## src/rtl/vlc_switch_cond_pkg.sv

```systemverilog
// Shared types and defaults for the tail-lamp switch conditioner.
// Build option: VLC_HAZ_TIMEOUT_EN enables hazard auto-clear in the top.
package vlc_pkg;

  typedef enum logic [1:0] {
    SW_LEFT  = 2'd0,
    SW_RIGHT = 2'd1,
    SW_HAZ   = 2'd2
  } vlc_sw_e;

  localparam int VLC_DB_CYCLES_DEF   = 16;
  localparam int VLC_HAZ_TIMEOUT_DEF = 1024;

  typedef struct packed {
    logic turn_left;
    logic turn_right;
    logic emergency;
  } vlc_req_t;

endpackage

```

## src/rtl/vlc_switch_cond_if.sv

```systemverilog
// Dashboard switch levels in, conditioned sequencer requests out.
interface vlc_switch_cond_if;
  logic sw_left_raw;
  logic sw_right_raw;
  logic sw_hazard_raw;
  logic turn_left;
  logic turn_right;
  logic emergency;
  logic conflict;

  modport master (
    output sw_left_raw, sw_right_raw, sw_hazard_raw,
    input  turn_left, turn_right, emergency, conflict
  );

  modport slave (
    input  sw_left_raw, sw_right_raw, sw_hazard_raw,
    output turn_left, turn_right, emergency, conflict
  );
endinterface

```

## src/rtl/vlc_switch_cond_debounce.sv

```systemverilog
// One switch channel: two-flop synchroniser followed by a consecutive-cycle debouncer.
module vlc_debounce
  import vlc_pkg::*;
#(
  parameter int DB_CYCLES = VLC_DB_CYCLES_DEF
) (
  input  logic clk,
  input  logic rst,
  input  logic raw_i,
  output logic stable_o
);

  localparam int CNT_W = $clog2(DB_CYCLES);
  localparam logic [CNT_W-1:0] CNT_LAST = CNT_W'(DB_CYCLES - 1);

  logic             sync1_q, sync1_d;
  logic             sync2_q, sync2_d;
  logic             stable_q, stable_d;
  logic [CNT_W-1:0] cnt_q, cnt_d;

  always_comb begin
    sync1_d  = raw_i;
    sync2_d  = sync1_q;
    stable_d = stable_q;
    cnt_d    = '0;
    // Any cycle agreeing with the stable value restarts the count
    if (sync2_q != stable_q) begin
      if (cnt_q == CNT_LAST) begin
        stable_d = sync2_q;
      end else begin
        cnt_d = cnt_q + 1'b1;
      end
    end
  end

  always_ff @(posedge clk) begin
    if (rst) begin
      sync1_q  <= 1'b0;
      sync2_q  <= 1'b0;
      stable_q <= 1'b0;
      cnt_q    <= '0;
    end else begin
      sync1_q  <= sync1_d;
      sync2_q  <= sync2_d;
      stable_q <= stable_d;
      cnt_q    <= cnt_d;
    end
  end

  assign stable_o = stable_q;

endmodule

```

## src/rtl/vlc_switch_cond.sv

```systemverilog
// Switch conditioner top: debounced channels, hazard toggle latch, turn resolution.
// Build option: VLC_HAZ_TIMEOUT_EN adds an auto-clear timer on the hazard latch.
module vlc_switch_cond
  import vlc_pkg::*;
#(
  parameter int DB_CYCLES   = VLC_DB_CYCLES_DEF,
  parameter int HAZ_TIMEOUT = VLC_HAZ_TIMEOUT_DEF
) (
  input  logic              clk,
  input  logic              rst,
  vlc_switch_cond_if.slave  bus_if
);

  logic [2:0] raw_vec;
  logic [2:0] stable_vec;
  logic       haz_prev_q;
  logic       press_edge;
  logic       emerg_d;
  vlc_req_t   req_q, req_d;
  logic       conflict_q, conflict_d;

  assign raw_vec[SW_LEFT]  = bus_if.sw_left_raw;
  assign raw_vec[SW_RIGHT] = bus_if.sw_right_raw;
  assign raw_vec[SW_HAZ]   = bus_if.sw_hazard_raw;

  for (genvar g = 0; g < 3; g++) begin : g_db
    vlc_debounce #(.DB_CYCLES(DB_CYCLES)) u_db (
      .clk      (clk),
      .rst      (rst),
      .raw_i    (raw_vec[g]),
      .stable_o (stable_vec[g])
    );
  end

  assign press_edge = stable_vec[SW_HAZ] & ~haz_prev_q;

`ifdef VLC_HAZ_TIMEOUT_EN
  localparam int TO_W = $clog2(HAZ_TIMEOUT);
  localparam logic [TO_W-1:0] TO_LAST = TO_W'(HAZ_TIMEOUT - 1);

  logic [TO_W-1:0] to_cnt_q, to_cnt_d;
  logic            timeout_hit;

  always_comb begin
    emerg_d     = req_q.emergency;
    to_cnt_d    = to_cnt_q;
    timeout_hit = req_q.emergency && (to_cnt_q == TO_LAST);
    // A press landing on the expiry edge keeps the lamp on and restarts the timer
    if (press_edge) begin
      emerg_d  = timeout_hit ? 1'b1 : ~req_q.emergency;
      to_cnt_d = '0;
    end else if (timeout_hit) begin
      emerg_d  = 1'b0;
      to_cnt_d = '0;
    end else if (req_q.emergency) begin
      to_cnt_d = to_cnt_q + 1'b1;
    end
  end

  always_ff @(posedge clk) begin
    if (rst) to_cnt_q <= '0;
    else     to_cnt_q <= to_cnt_d;
  end
`else
  always_comb begin
    emerg_d = press_edge ? ~req_q.emergency : req_q.emergency;
  end
`endif

  // Turn outputs see the hazard value of this same edge so masking has no lag
  always_comb begin
    req_d            = '0;
    req_d.emergency  = emerg_d;
    req_d.turn_left  = stable_vec[SW_LEFT]  & ~stable_vec[SW_RIGHT] & ~emerg_d;
    req_d.turn_right = stable_vec[SW_RIGHT] & ~stable_vec[SW_LEFT]  & ~emerg_d;
    conflict_d       = stable_vec[SW_LEFT]  &  stable_vec[SW_RIGHT];
  end

  always_ff @(posedge clk) begin
    if (rst) begin
      haz_prev_q <= 1'b0;
      req_q      <= '0;
      conflict_q <= 1'b0;
    end else begin
      haz_prev_q <= stable_vec[SW_HAZ];
      req_q      <= req_d;
      conflict_q <= conflict_d;
    end
  end

  assign bus_if.turn_left  = req_q.turn_left;
  assign bus_if.turn_right = req_q.turn_right;
  assign bus_if.emergency  = req_q.emergency;
  assign bus_if.conflict   = conflict_q;

endmodule

```

## src/flat_wrapper.sv

```systemverilog
// flat-port wrapper written by rule: the top's interface ports become plain ports
module vlc_switch_cond_flat import vlc_pkg::*;
#(
  parameter int DB_CYCLES   = VLC_DB_CYCLES_DEF,
  parameter int HAZ_TIMEOUT = VLC_HAZ_TIMEOUT_DEF
)
  (clk, rst, bus_if_sw_left_raw, bus_if_sw_right_raw, bus_if_sw_hazard_raw, bus_if_turn_left, bus_if_turn_right, bus_if_emergency, bus_if_conflict);
  vlc_switch_cond_if bus_if_i ();
  input  logic clk;
  input  logic rst;
  input wire logic [$bits(bus_if_i.sw_left_raw)-1:0] bus_if_sw_left_raw;
  input wire logic [$bits(bus_if_i.sw_right_raw)-1:0] bus_if_sw_right_raw;
  input wire logic [$bits(bus_if_i.sw_hazard_raw)-1:0] bus_if_sw_hazard_raw;
  output wire logic [$bits(bus_if_i.turn_left)-1:0] bus_if_turn_left;
  output wire logic [$bits(bus_if_i.turn_right)-1:0] bus_if_turn_right;
  output wire logic [$bits(bus_if_i.emergency)-1:0] bus_if_emergency;
  output wire logic [$bits(bus_if_i.conflict)-1:0] bus_if_conflict;
  assign bus_if_i.sw_left_raw = bus_if_sw_left_raw;
  assign bus_if_i.sw_right_raw = bus_if_sw_right_raw;
  assign bus_if_i.sw_hazard_raw = bus_if_sw_hazard_raw;
  assign bus_if_turn_left = bus_if_i.turn_left;
  assign bus_if_turn_right = bus_if_i.turn_right;
  assign bus_if_emergency = bus_if_i.emergency;
  assign bus_if_conflict = bus_if_i.conflict;
  vlc_switch_cond #(.DB_CYCLES(DB_CYCLES), .HAZ_TIMEOUT(HAZ_TIMEOUT)) u_core (.clk(clk), .rst(rst), .bus_if(bus_if_i));
endmodule
```

## config.mk

```make
export PLATFORM = sky130hd
export DESIGN_NAME = vlc_switch_cond_flat
export DESIGN_NICKNAME = d
export VERILOG_FILES = /design/src/rtl/vlc_switch_cond_pkg.sv /design/src/rtl/vlc_switch_cond_if.sv /design/src/rtl/vlc_switch_cond_debounce.sv /design/src/rtl/vlc_switch_cond.sv /design/src/flat_wrapper.sv
export SDC_FILE = /design/constraint.sdc
export NUM_CORES = 1
export LEC_CHECK = 0
export CAP_MARGIN = 20
export CORE_MARGIN = 2
export CORE_UTILIZATION = 37
export DETAILED_ROUTE_END_ITERATION = 8
export PLACE_DENSITY = 0.63
export SYNTH_ARGS = -nofsm -noshare
export SYNTH_HDL_FRONTEND = slang
export SYNTH_HIERARCHICAL = 1
export SYNTH_SLANG_ARGS = --single-unit
```

## constraint.sdc

```tcl
create_clock -name clk -period 3.35 [get_ports clk]
set_input_delay 0.5025 -clock clk [delete_from_list [all_inputs] [get_ports clk]]
set_output_delay 0.5025 -clock clk [all_outputs]
set_load 0.02 [all_outputs]
```

======== Word-level counts from Yosys, hierarchy flattened ========
Index checks and enable logic that the tools add are counted.
storage, ports and cells
  bits in registers ....................... 26
  logic and storage cells ................. 47
  input port bits ......................... 5
operators by class
  bitwise logic cells ..................... 14
  reductions and logical operators ........ 6
  equality and inequality tests ........... 6
  $add $sub $neg .......................... 3
  multiplexer cells ....................... 1
operators with widths
  kind                 number
  $add 4x1->4 const B  3
  $eq 4x4->1 const B   3
  $reduce_or 3->1      3
  $not 1->1            8
  $and 1x1->1          6
  $reduce_and 2->1     3
  $ne 1x1->1           3
  $mux 1               1

======== Logic depth before layout (Yosys ltp) ========
Gate-level depths: netlist of run 1.
  word-level depth ........................ 5
  mapped depth ............................ 4
  gate-level depth less buffers ........... 4

======== Hierarchy ========
Netlist of run 1, hierarchy kept.
modules (own cells, without submodules)
  module           cells an instance  area each (sq um)  seq. area each (sq um)  instances
  vlc_debounce     23                 251.5              140.1                   3
  vlc_switch_cond  13                 171.4              100.1                   1

======== Worst setup path before layout of run 1 ========
OpenSTA, ideal clock, no wires.
  path kind ............................... reg2reg
  start point ............................. register u_core.g_db[1].u_db.cnt_q[0]
  end point ............................... register u_core.g_db[1].u_db.cnt_q[2]
  library setup time ...................... 64 ps
  data arrival time ....................... 1143 ps
  path buffers ............................ 0
  slack ................................... 2143 ps
  stages on the path, launching flop included .. 5
  data required time ...................... 3286 ps
  clock period less this slack ............ 1207 ps
  path through ............................ dfxtp_1 ha_1 and3_4 or3_4 nor2_1
between the ends
  word-level cells in the longest chain between the ends .. 2
RTL lines
  element                                              line                            RTL
  start, declared                                      vlc_switch_cond_debounce.sv:19  logic [CNT_W-1:0] cnt_q, cnt_d;
  start signal, assigned                               vlc_switch_cond_debounce.sv:46  cnt_q <= cnt_d;
  branches (longest 2 deep; another with $add 4x1->4)  --
Parallel ways; which one is timed is not known.
A chain may end at the register's enable or synchronous reset.

======== Worst setup path in the final report of run 1 ========
  start point ............................. register u_core.req_q (netlist bit u_core/bus_if.emergency)
  end point ............................... output port bus_if_emergency
RTL lines
  element                 line                   RTL
  start, declared         vlc_switch_cond.sv:19  vlc_req_t req_q, req_d;
  start signal, assigned  vlc_switch_cond.sv:86  req_q <= req_d;
  end, declared           flat_wrapper.sv:16     output wire logic [$bits(bus_if_i.emergency)-1:0] bus_if_emergency;
No word-level cell between the ends.

==> impl_results.md, run 1 <==
- Placed cells: 120
- Ports: 9
- Sequential area share after synthesis: 56.2%
- Clock Sinks: 26
- Starting density of the core: 38.1%
- Largest net degree at the start of global routing: 18
- Finished Cell Area: 1080 µm²
- Place WS: 1.44 ns
- Slowest stage delay, CP: 0.63 ns
- ANT nets after route: 0
- Worst setup EP type: primary output
- Final count of hold timing violations: 0
- Clock Tree Root: clkbuf_4
- Seq cells post-synth: 26
- Post-DP Area: 1040 µm²
- Clock tree from TritonCTS: yes
- Peak VDD IR: 0.244 mV
- Final non-filler cell total: 124
- Max clock buf depth: 2
- CP Launch Type: register
- Arr. time, crit path: 1.34 ns
- First-pass DRT Iterations: 4
- Least-Margin Pin Slew: 0.529 ns
- Total Routing Usage GR: 9.16%
- CP Data Required Time: 2.85 ns
- Final period util: 54.9%
- Final wirelength: 1.15 mm
- Post-CTS Setup Inserts: 0
- Count of cell types in the netlist: 16
- Later-pin clock latency in the skew report: 0.31 ns
- Max-slew violations: 0
- Unrepaired setup endpoints after global routing: false
- Number of global-route vias before repair: 434
- Routability cong.: 0.700
- DR iter-0 viols: 4
- YS warnings: 6
- Delay-heaviest family, CP: buffers and inverters
- Dpl hpwl: 835 µm
- FP Rows: 18
- Total global routing overflow: 0
- Synthesized area per cell: 11.3 µm²
- H-tree levels: 1
- Tmin final: 1.84 ns
- PostCTS Resize Cnt: 0
- Setup WS post-layout: 1.51 ns
- Initial antenna violation count: 0
- CTS buffer count: 3
- CTS clock-pin slew for the worst setup and hold paths: 0.13 ns
- Setup TNS: 0 ns
- Cells after Synth: 82
- Clock skew: 0.00222 ns
- Die area: 2920 µm²
- Via count: 525
- Synth Cell Area: 926 µm²
- CP cell instances: clkdlybuf4s50_1
- Port-buffer cells: 8
- Max Cap Viol: 0
- Area grow syn2layout: 16.6%
- Syn nets: 90
- Critical-path top delay cell: clkdlybuf4s50_1
- HP Class: reg2reg
- Core Area: 2430 µm²
- Outcome: completed
- # diodes: 0
- Drt wl/cell: 9.29 µm
- Layout cells sized above 1: 12.8%
- Drt via density: 4.23
- Die Ht: 54.0 µm
- Hold_buf cts: 0
- Crit-path max FO: 2
- DRC: 0
- Total power: 0.483 mW
- Worst slew margin: 64.6%
- PD cells: 447 nW/µm²
- First-pass GRT wire length: 1.86 mm
- Final setup violation count: 0
- Crit Path Class: reg2out
- FMAX: 0.544 GHz
- Crit path buf inv count: 1
- Die width: 54.0 µm
- Static leakage: 0.403 nW
- Fin nets: 103
[registers in the layout, summed over array words and instances, names as in the netlist]
signal	count
u_core/bus_if.turn_right	1
u_core/g_db.u_db/sync1_q	3
u_core/g_db.u_db/stable_o	3
u_core/g_db.u_db/cnt_q	12
u_core/bus_if.conflict	1
u_core/bus_if.emergency	1
u_core/bus_if.turn_left	1
u_core/g_db.u_db/sync2_q	3
u_core/haz_prev_q	1
[path summary, 6_finish.rpt]
| kind | startpoint | to | slack (ns) | cells past startpoint |
|---|---|---|---|---|
| setup / recovery | u_core/bus_if.emergency | bus_if_emergency | 1.51 | 1 |
| hold / removal | u_core/g_db[1].u_db/sync1_q | u_core/g_db[1].u_db/sync2_q | 0.45 | 1 |
| setup reg to reg | u_core/g_db[0].u_db/cnt_q[0] | u_core/g_db[0].u_db/cnt_q[0] | 2.03 | 4 |
| hold reg to reg | u_core/g_db[1].u_db/sync1_q | u_core/g_db[1].u_db/sync2_q | 0.45 | 1 |
[placed cells by master (no fill, tap or decap)]
cell             instances
ha_1                     3
nor2_1                  17
xnor2_2                  1
xnor2_1                  6
and3_4                   3
nor2b_4                  1
and3b_1                  1
nor2b_1                  7
dfxtp_1                 26
clkbuf_4                 3
xor2_1                   3
and3_1                   1
or3_4                    3
clkbuf_8                 1
mux2i_1                  3
clkdlybuf4s50_1          8
inv_1                    3
and4bb_1                 1
nand3_1                  3
[logic make-up (layout without fill, tap and decap cells)]
| family | Yosys count | count (layout) | share of synthesized area (%) |
|---|---|---|---|
| xor gates and xnor gates | 10 | 10 | 10.3 |
| adders and majority gates | 3 | 3 | 4.05 |
| buffers and inverters | 3 | 15 | 1.22 |
| DFF | 26 | 26 | 56.2 |
| muxes | 3 | 3 | 3.24 |
| and+or+nand+nor | 37 | 37 | 25.0 |
[cells in the mapped netlist (all sizes together)]
master | number | area, µm²
or3 | 3 | 33.8
nand3 | 3 | 15.0
nor2 | 17 | 63.8
and3 | 4 | 40.0
and4bb | 1 | 12.5
and3b | 1 | 8.76
inv | 3 | 11.3
xor2 | 3 | 26.3
dfxtp | 26 | 521
mux2i | 3 | 30.0
nor2b | 8 | 57.6
ha | 3 | 37.5
xnor2 | 7 | 68.8
[stage by stage]
step | utilization, % | hold WS (ns)
5_1_grt | 44.4 | 0.462
3_5_place_dp | 42.9 | 0.424
2_1_floorplan | - | 0.414
3_3_place_gp | 42.9 | 0.422
4_1_cts | 44.4 | 0.456
6_report | 44.4 | 0.450
[layer usage]
| metal | wire length, µm | vias to the layer above | track usage [%] | share of wire, % |
|---|---|---|---|---|
| met5 | 0 | - | 0 | 0 |
| met4 | 0 | 0 | 6.25 | 0 |
| met3 | 46 | 0 | 2.50 | 4.0 |
| met2 | 490 | 8 | 12.4 | 43 |
| met1 | 615 | 231 | 12.5 | 53 |
| li1 | - | 286 | - | - |
[final cells by class]
| class | instances | area [µm²] |
|---|---|---|
| clock buffers | 4 | 36.3 |
| fillers | 229 | 1350 |
| inverters | 3 | 11.3 |
| multi-input cells | 53 | 394 |
| flip-flops and latches | 26 | 520 |
| well taps | 30 | 37.5 |
| repair buffers | 8 | 80.1 |
[power by group]
| group | switching, mW | internal, mW |
|---|---|---|
| Clock | 0.0859 | 0.0663 |
| Sequential | 0.00209 | 0.314 |
| Combinational | 0.00574 | 0.00883 |
| Total | 0.0937 | 0.389 |
(Power assumes the default switching activity.)
==> inputs of run 2 (changes only) <==
--- a/config.mk
+++ b/config.mk
@@ -9,7 +9,7 @@
 export CORE_MARGIN = 2
 export CORE_UTILIZATION = 37
 export DETAILED_ROUTE_END_ITERATION = 8
-export PLACE_DENSITY = 0.63
+export PLACE_DENSITY = 0.65
 export SYNTH_ARGS = -nofsm -noshare
 export SYNTH_HDL_FRONTEND = slang
 export SYNTH_HIERARCHICAL = 1
==> constraint.sdc (replaced) <==
create_clock -name clk -period 1.6 [get_ports clk]
set_input_delay 0.24 -clock clk [delete_from_list [all_inputs] [get_ports clk]]
set_output_delay 0.24 -clock clk [all_outputs]
set_load 0.02 [all_outputs]
==> run 2 against run 1 <==
Compared with the run above: core utilization rose by 0.72 points; via count rose by 3.4%; power grew 110%; clock power grew 110%; worst hold slack improved by 0.0016 ns; sequential cell count did not move; setup slack got worse by 1.4 ns; register-to-register slack got worse by 1.7 ns.
==> impl_results.md, run 2 (synthesis results as in run 1) <==
- Combinational share of power: 3.4% (+0.4 points)
- Die width: 54.0 µm (unchanged)
- Fin nets: 105 (+1.9%)
- # diodes: 0 (unchanged)
- Clock skew: 0.00102 ns (-0.00120 ns)
- Core Util, Final: 45.1% (+0.72 points)
- Setup TNS: 0 ns (unchanged)
- Reg power frac: 65.2% (-0.2 points)
- Final count of hold timing violations: 0 (unchanged)
- Int Pwr: 0.817 mW (+110%)
- Clock Tree Root: clkbuf_4
- Clock tree from TritonCTS: yes
- Final wirelength: 1.15 mm (-0.26%)
- Total Routing Usage GR: 9.50% (+0.33 points)
- Ports: 9 (unchanged)
- Switching portion of total power: 19.4% (about the same)
- Die Ht: 54.0 µm (unchanged)
- Place WS: 0.133 ns (-1.31 ns)
- Total power: 1.01 mW (+110%)
- Placed cells: 122 (+1.7%)
- Dpl hpwl: 894 µm (+7.0%)
- Crit-path max FO: 1 (-1)
- FP Rows: 18 (unchanged)
- First-pass GRT wire length: 1.99 mm (+7.1%)
- Delay-heaviest family, CP: buffers and inverters
- Later-pin clock latency in the skew report: 0.30 ns (about the same)
- Met2 Wirelength: 527 µm (+7.6%)
- First-pass DRT Iterations: 2 (-2)
- CP cell instances: clkdlybuf4s50_1
- Most flop-heavy register: u_core/g_db.u_db/cnt_q
- HP Class: reg2reg
- Met3 wire len: 38 µm (-17%)
- Post-CTS Setup Inserts: 0 (unchanged)
- Port-buffer cells: 8 (unchanged)
- CTS buffer count: 3 (unchanged)
- Hold_buf cts: 0 (unchanged)
- Crit path buf inv count: 1 (unchanged)
- Least-Margin Pin Slew: 0.295 ns (-0.234 ns)
- Arr. time, crit path: 1.23 ns (-0.11 ns)
- H-tree levels: 1 (unchanged)
- Metal-1 WL: 583 µm (-5.2%)
- Post-DP Area: 1060 µm² (+1.4%)
- PD cells: 924 nW/µm² (+110%)
- Final period util: 91.9%
- Initial antenna violation count: 0 (unchanged)
- CP Launch Type: register
- Multi-input gate area: 394 µm² (unchanged)
- Most used cells in the layout excluding fill and tap cells: 26 x dfxtp_1, 17 x nor2_1, 7 x clkdlybuf4s50_1, 7 x nor2b_1, 6 x xnor2_1
- Via count: 543 (+3.4%)
- Max layer used: met3
- PostCTS Resize Cnt: 0 (unchanged)
- Drt via density: 4.31 (+1.8%)
- Max FFs per register: 12 (unchanged)
- Crit Path Class: reg2out
- Peak VDD IR: 0.596 mV (+140%)
- FMAX: 0.680 GHz
- Worst slew margin: 80.3% (+16 points)
- Fillers: 250 (+9.2%)
- FF/Latch Area: 520 µm² (unchanged)
- Switching power: 0.197 mW (+110%)
- Final setup violation count: 0 (unchanged)
- Die area: 2920 µm² (unchanged)
- Hold_ws: 0.452 ns (+0.00161 ns)
- Drt wl/cell: 9.12 µm (-1.8%)
- Tmin final: 1.47 ns
- Worst setup EP type: primary output
- Max Cap Viol: 0 (unchanged)
- Critical-path top delay cell: clkdlybuf4s50_1
- Layout cells sized above 1: 14.6% (+1.8 points)
- Unrepaired setup endpoints after global routing: false
- Final non-filler cell total: 126 (+1.6%)
- Slowest stage delay, CP: 0.59 ns (-0.04 ns)
- ANT nets after route: 0 (unchanged)
- Max clock buf depth: 2 (unchanged)
- Static leakage: 0.432 nW (+7.0%)
- Finished Cell Area: 1100 µm² (+1.6%)
- Routability cong.: 0.684 (-2.4%)
- Clock power share: 31.4% (about the same)
- DRC: 0 (unchanged)
- DR iter-0 viols: 4 (unchanged)
- Area grow syn2layout: 18.5%
- Clock Sinks: 26 (unchanged)
- Largest net degree at the start of global routing: 15 (-3)
- Starting density of the core: 38.1% (unchanged)
- Number of global-route vias before repair: 494 (+14%)
- Max-slew violations: 0 (unchanged)
- Total global routing overflow: 0 (unchanged)
- Commonest non-fill, non-tap cell in the layout: dfxtp_1
- CP Data Required Time: 1.36 ns (-1.49 ns)
- Core Area: 2430 µm² (unchanged)
- Outcome: completed
- CTS clock-pin slew for the worst setup and hold paths: 0.13 ns (about the same)
- Setup WS post-layout: 0.129 ns (-1.38 ns)
## run 2: cell types whose count changed in the layout (fill, tap and decap cells not counted), sizes merged
cell,previous run,this run
clkdlybuf4s50,8,7
buf,0,2
dlymetal6s2s,0,1
## run 2: per-layer routing
metal | up-vias | track usage [%]
li1 | 292 | -
met1 | 243 | 12.8
met2 | 8 | 14.4
met3 | 0 | 2.50
met4 | 0 | 3.75
met5 | - | 0
## run 2: worst paths after layout
kind / cells past startpoint / start / endpoint / slack [ns]
setup / recovery: 1 / u_core/bus_if.turn_left / bus_if_turn_left / 0.13
hold / removal: 1 / u_core/g_db[0].u_db/cnt_q[0] / u_core/g_db[0].u_db/cnt_q[0] / 0.45
setup reg to reg: 4 / u_core/g_db[1].u_db/cnt_q[0] / u_core/g_db[1].u_db/cnt_q[3] / 0.32
hold reg to reg: 1 / u_core/g_db[0].u_db/cnt_q[0] / u_core/g_db[0].u_db/cnt_q[0] / 0.45
## run 2: power groups by stage
| stage | logic (mW) | clock network (mW) | registers, mW |
|---|---|---|---|
| floorplan | 0.0146 | 0 | 0.675 |
| global placement | 0.0347 | 0 | 0.675 |
| detailed placement | 0.0354 | 0 | 0.675 |
| CTS | 0.0355 | 0.331 | 0.661 |
| global route | 0.0391 | 0.362 | 0.663 |
| finish | 0.0347 | 0.318 | 0.661 |
## run 2: layout make-up
cell class / count / share of cell area, %
Clock buffer: 4 / 3.31
Inverter: 3 / 1.03
Multi-Input combinational cell: 53 / 35.9
Sequential cell: 26 / 47.4
Tap cell: 30 / 3.42
Timing Repair Buffer: 10 / 8.89
==> RTL change, RTL diff (flow settings as in run 2) <==
Build with the macro `VLC_HAZ_TIMEOUT_EN` defined.
--- a/src/rtl/vlc_switch_cond.sv
+++ b/src/rtl/vlc_switch_cond.sv
@@ -1,4 +1,6 @@
 // Switch conditioner top: debounced channels, hazard toggle latch, turn resolution.
 // Build option: VLC_HAZ_TIMEOUT_EN adds an auto-clear timer on the hazard latch.
+`define VLC_HAZ_TIMEOUT_EN
+
 module vlc_switch_cond
   import vlc_pkg::*;
Formal check against the unedited RTL: no difference found for any inputs over 10 cycles, from zero or initial values and one cycle with rst high; that may be too few to reach the edited logic, so the function may still have changed.
==> RTL change against run 2 <==
- power is 52% higher
- global-route usage is 3.2 points higher
- sequential share of layout area is 4.2 points lower
- sequential cell count is 10 higher
- routed wire length is 100% higher
- cell area is 52% higher
- worst setup slack hardly changed
- sequential power is 38% higher
- critical path depth is 4 higher
- synthesized area is 52% higher
- critical path type is now flip-flop to flip-flop
==> RTL change: results (changes against run 2) <==
Fin nets -> 167 (was 105)
Mean Syn Cell Area -> 10.1 µm² (was 11.3 µm²)
Pin count of the biggest net entering global routing -> 12 (was 15)
Worst-Skew Late Latency -> 280 ps (was 300 ps)
Register-to-Register Setup Slack -> 130 ps (was 320 ps)
Placed Instances -> 199 (was 122)
Slowest cell delay on critical path -> 370 ps (was 590 ps)
Vias per cell -> 4.77 (was 4.31)
Hold Startpoint -> u_core/g_db[1].u_db/sync1_q$_SDFF_PP0_ (was u_core/g_db[0].u_db/cnt_q[0]$_SDFF_PP0_)
Number of clock buffers inserted by TritonCTS -> 5 (was 3)
Synth area leaders -> dfxtp_1 (51%), nor2_1 (5.9%), xnor2_1 (5.6%) (was dfxtp_1 (56%), nor2_1 (6.9%), xnor2_1 (5.7%))
H-tree depth -> 2 (was 1)
WHS Endpoint -> u_core/g_db[1].u_db/sync2_q$_SDFF_PP0_ (was u_core/g_db[0].u_db/cnt_q[0]$_SDFF_PP0_)
Synth cell count leaders -> dfxtp_1 (36), nor2_1 (22), nand3_1 (9), nor2b_1 (9), xnor2_1 (9) (was dfxtp_1 (26), nor2_1 (17), nor2b_1 (7))
Slowest CP cell -> dfxtp_1 (was clkdlybuf4s50_1)
Path depth of the worst reg2reg path -> 5 (was 4)
Maximum vdd drop -> 0.000635 V (was 0.000596 V)
First-pass DRT Iterations -> 5 (was 2)
Compound-Gate Fraction of Synth Area -> 4.80% (was 0%)
Vias in the first global route -> 948 (was 494)
Slew headroom -> 80.8% (was 80.3%)
Via count -> 982 (was 543)
GP Congestion -> 0.679 (was 0.684)
DRT iter0 DRCs -> 54 (was 4)
CTS root buffer -> clkbuf_8 (was clkbuf_4)
CP startpoint -> u_core/to_cnt_q[1]$_SDFFE_PP0P_ (was u_core/bus_if.turn_left$_SDFF_PP0_)
First-pass GRT wire length -> 3990 µm (was 1990 µm)
Seq/Total Area, Yosys -> 51.2% (was 56.2%)
P_leak -> 0.605 nW (was 0.432 nW)
Distinct cells, synth -> 29 (was 16)
Drt wl/cell -> 11.2 µm (was 9.12 µm)
Syn nets -> 149 (was 90)
Worst Path Required -> 1790 ps (was 1360 ps)
Outcome -> completed (unchanged)
Post-Synth XOR/XNOR Area -> 9.96% (was 10.3%)
Layout cell share with drive strength beyond 1 -> 15.2% (was 14.6%)
Final Skew -> 5.73 ps (was 1.02 ps)
RTL change: area by class of cell:
cell class	instances	area (µm²)
clock buffer	6	72.6
clock inverter	1	5.00
fill	353	1990
inverter	4	15.0
multi-input combinational	97	669
sequential	36	721
tap	48	60.1
timing repair buffer	14	124
RTL change: through the flow:
step	hold slack [ps]	setup WS [ps]
global route	455	39.3
global placement	421	107
floorplan	312	168
finish	438	129
detailed placement	423	52.6
CTS	438	38.2
RTL change: routing by layer:
metal / routed length, µm / GRT usage, % / part of all wire (%)
met5: 0 / 0 / 0
met4: 42 / 7.55 / 1.8
met3: 98 / 5.31 / 4.2
met2: 1200 / 21.2 / 52
met1: 976 / 13.2 / 42
RTL change: kinds of logic (layout without fill, tap and decap cells):
logic type | after synthesis | in the layout
buffers and inverters | 7 | 25
muxes | 4 | 4
and+or+nand+nor | 63 | 63
AOI/OAI and AO/OA | 10 | 10
xor gates and xnor gates | 16 | 16
adders and majority gates | 4 | 4
DFF | 36 | 36
RTL change: what timing repair did:
action / in CTS / in global routing
endpoints found under the setup margin: 1 / 5
pin swaps: 0 / 0
hold endpoints to repair: 0 / 0
resized for setup: 1 / 2
RTL change: critical path, delay by kind of cell, from the launching register on:
family	cells	cell delay, ps
DFF	1	370
xor gates and xnor gates	1	160
and+or+nand+nor	2	320
AOI/OAI and AO/OA	1	340
adders and majority gates	1	190
RTL change: power breakdown:
group	internal, W	switching, W	leakage, nW	total [W]
registers	0.000905	0.00000451	0.291	0.000910
logic	0.0000251	0.0000173	0.272	0.0000424
clock network	0.000295	0.000289	0.0410	0.000585
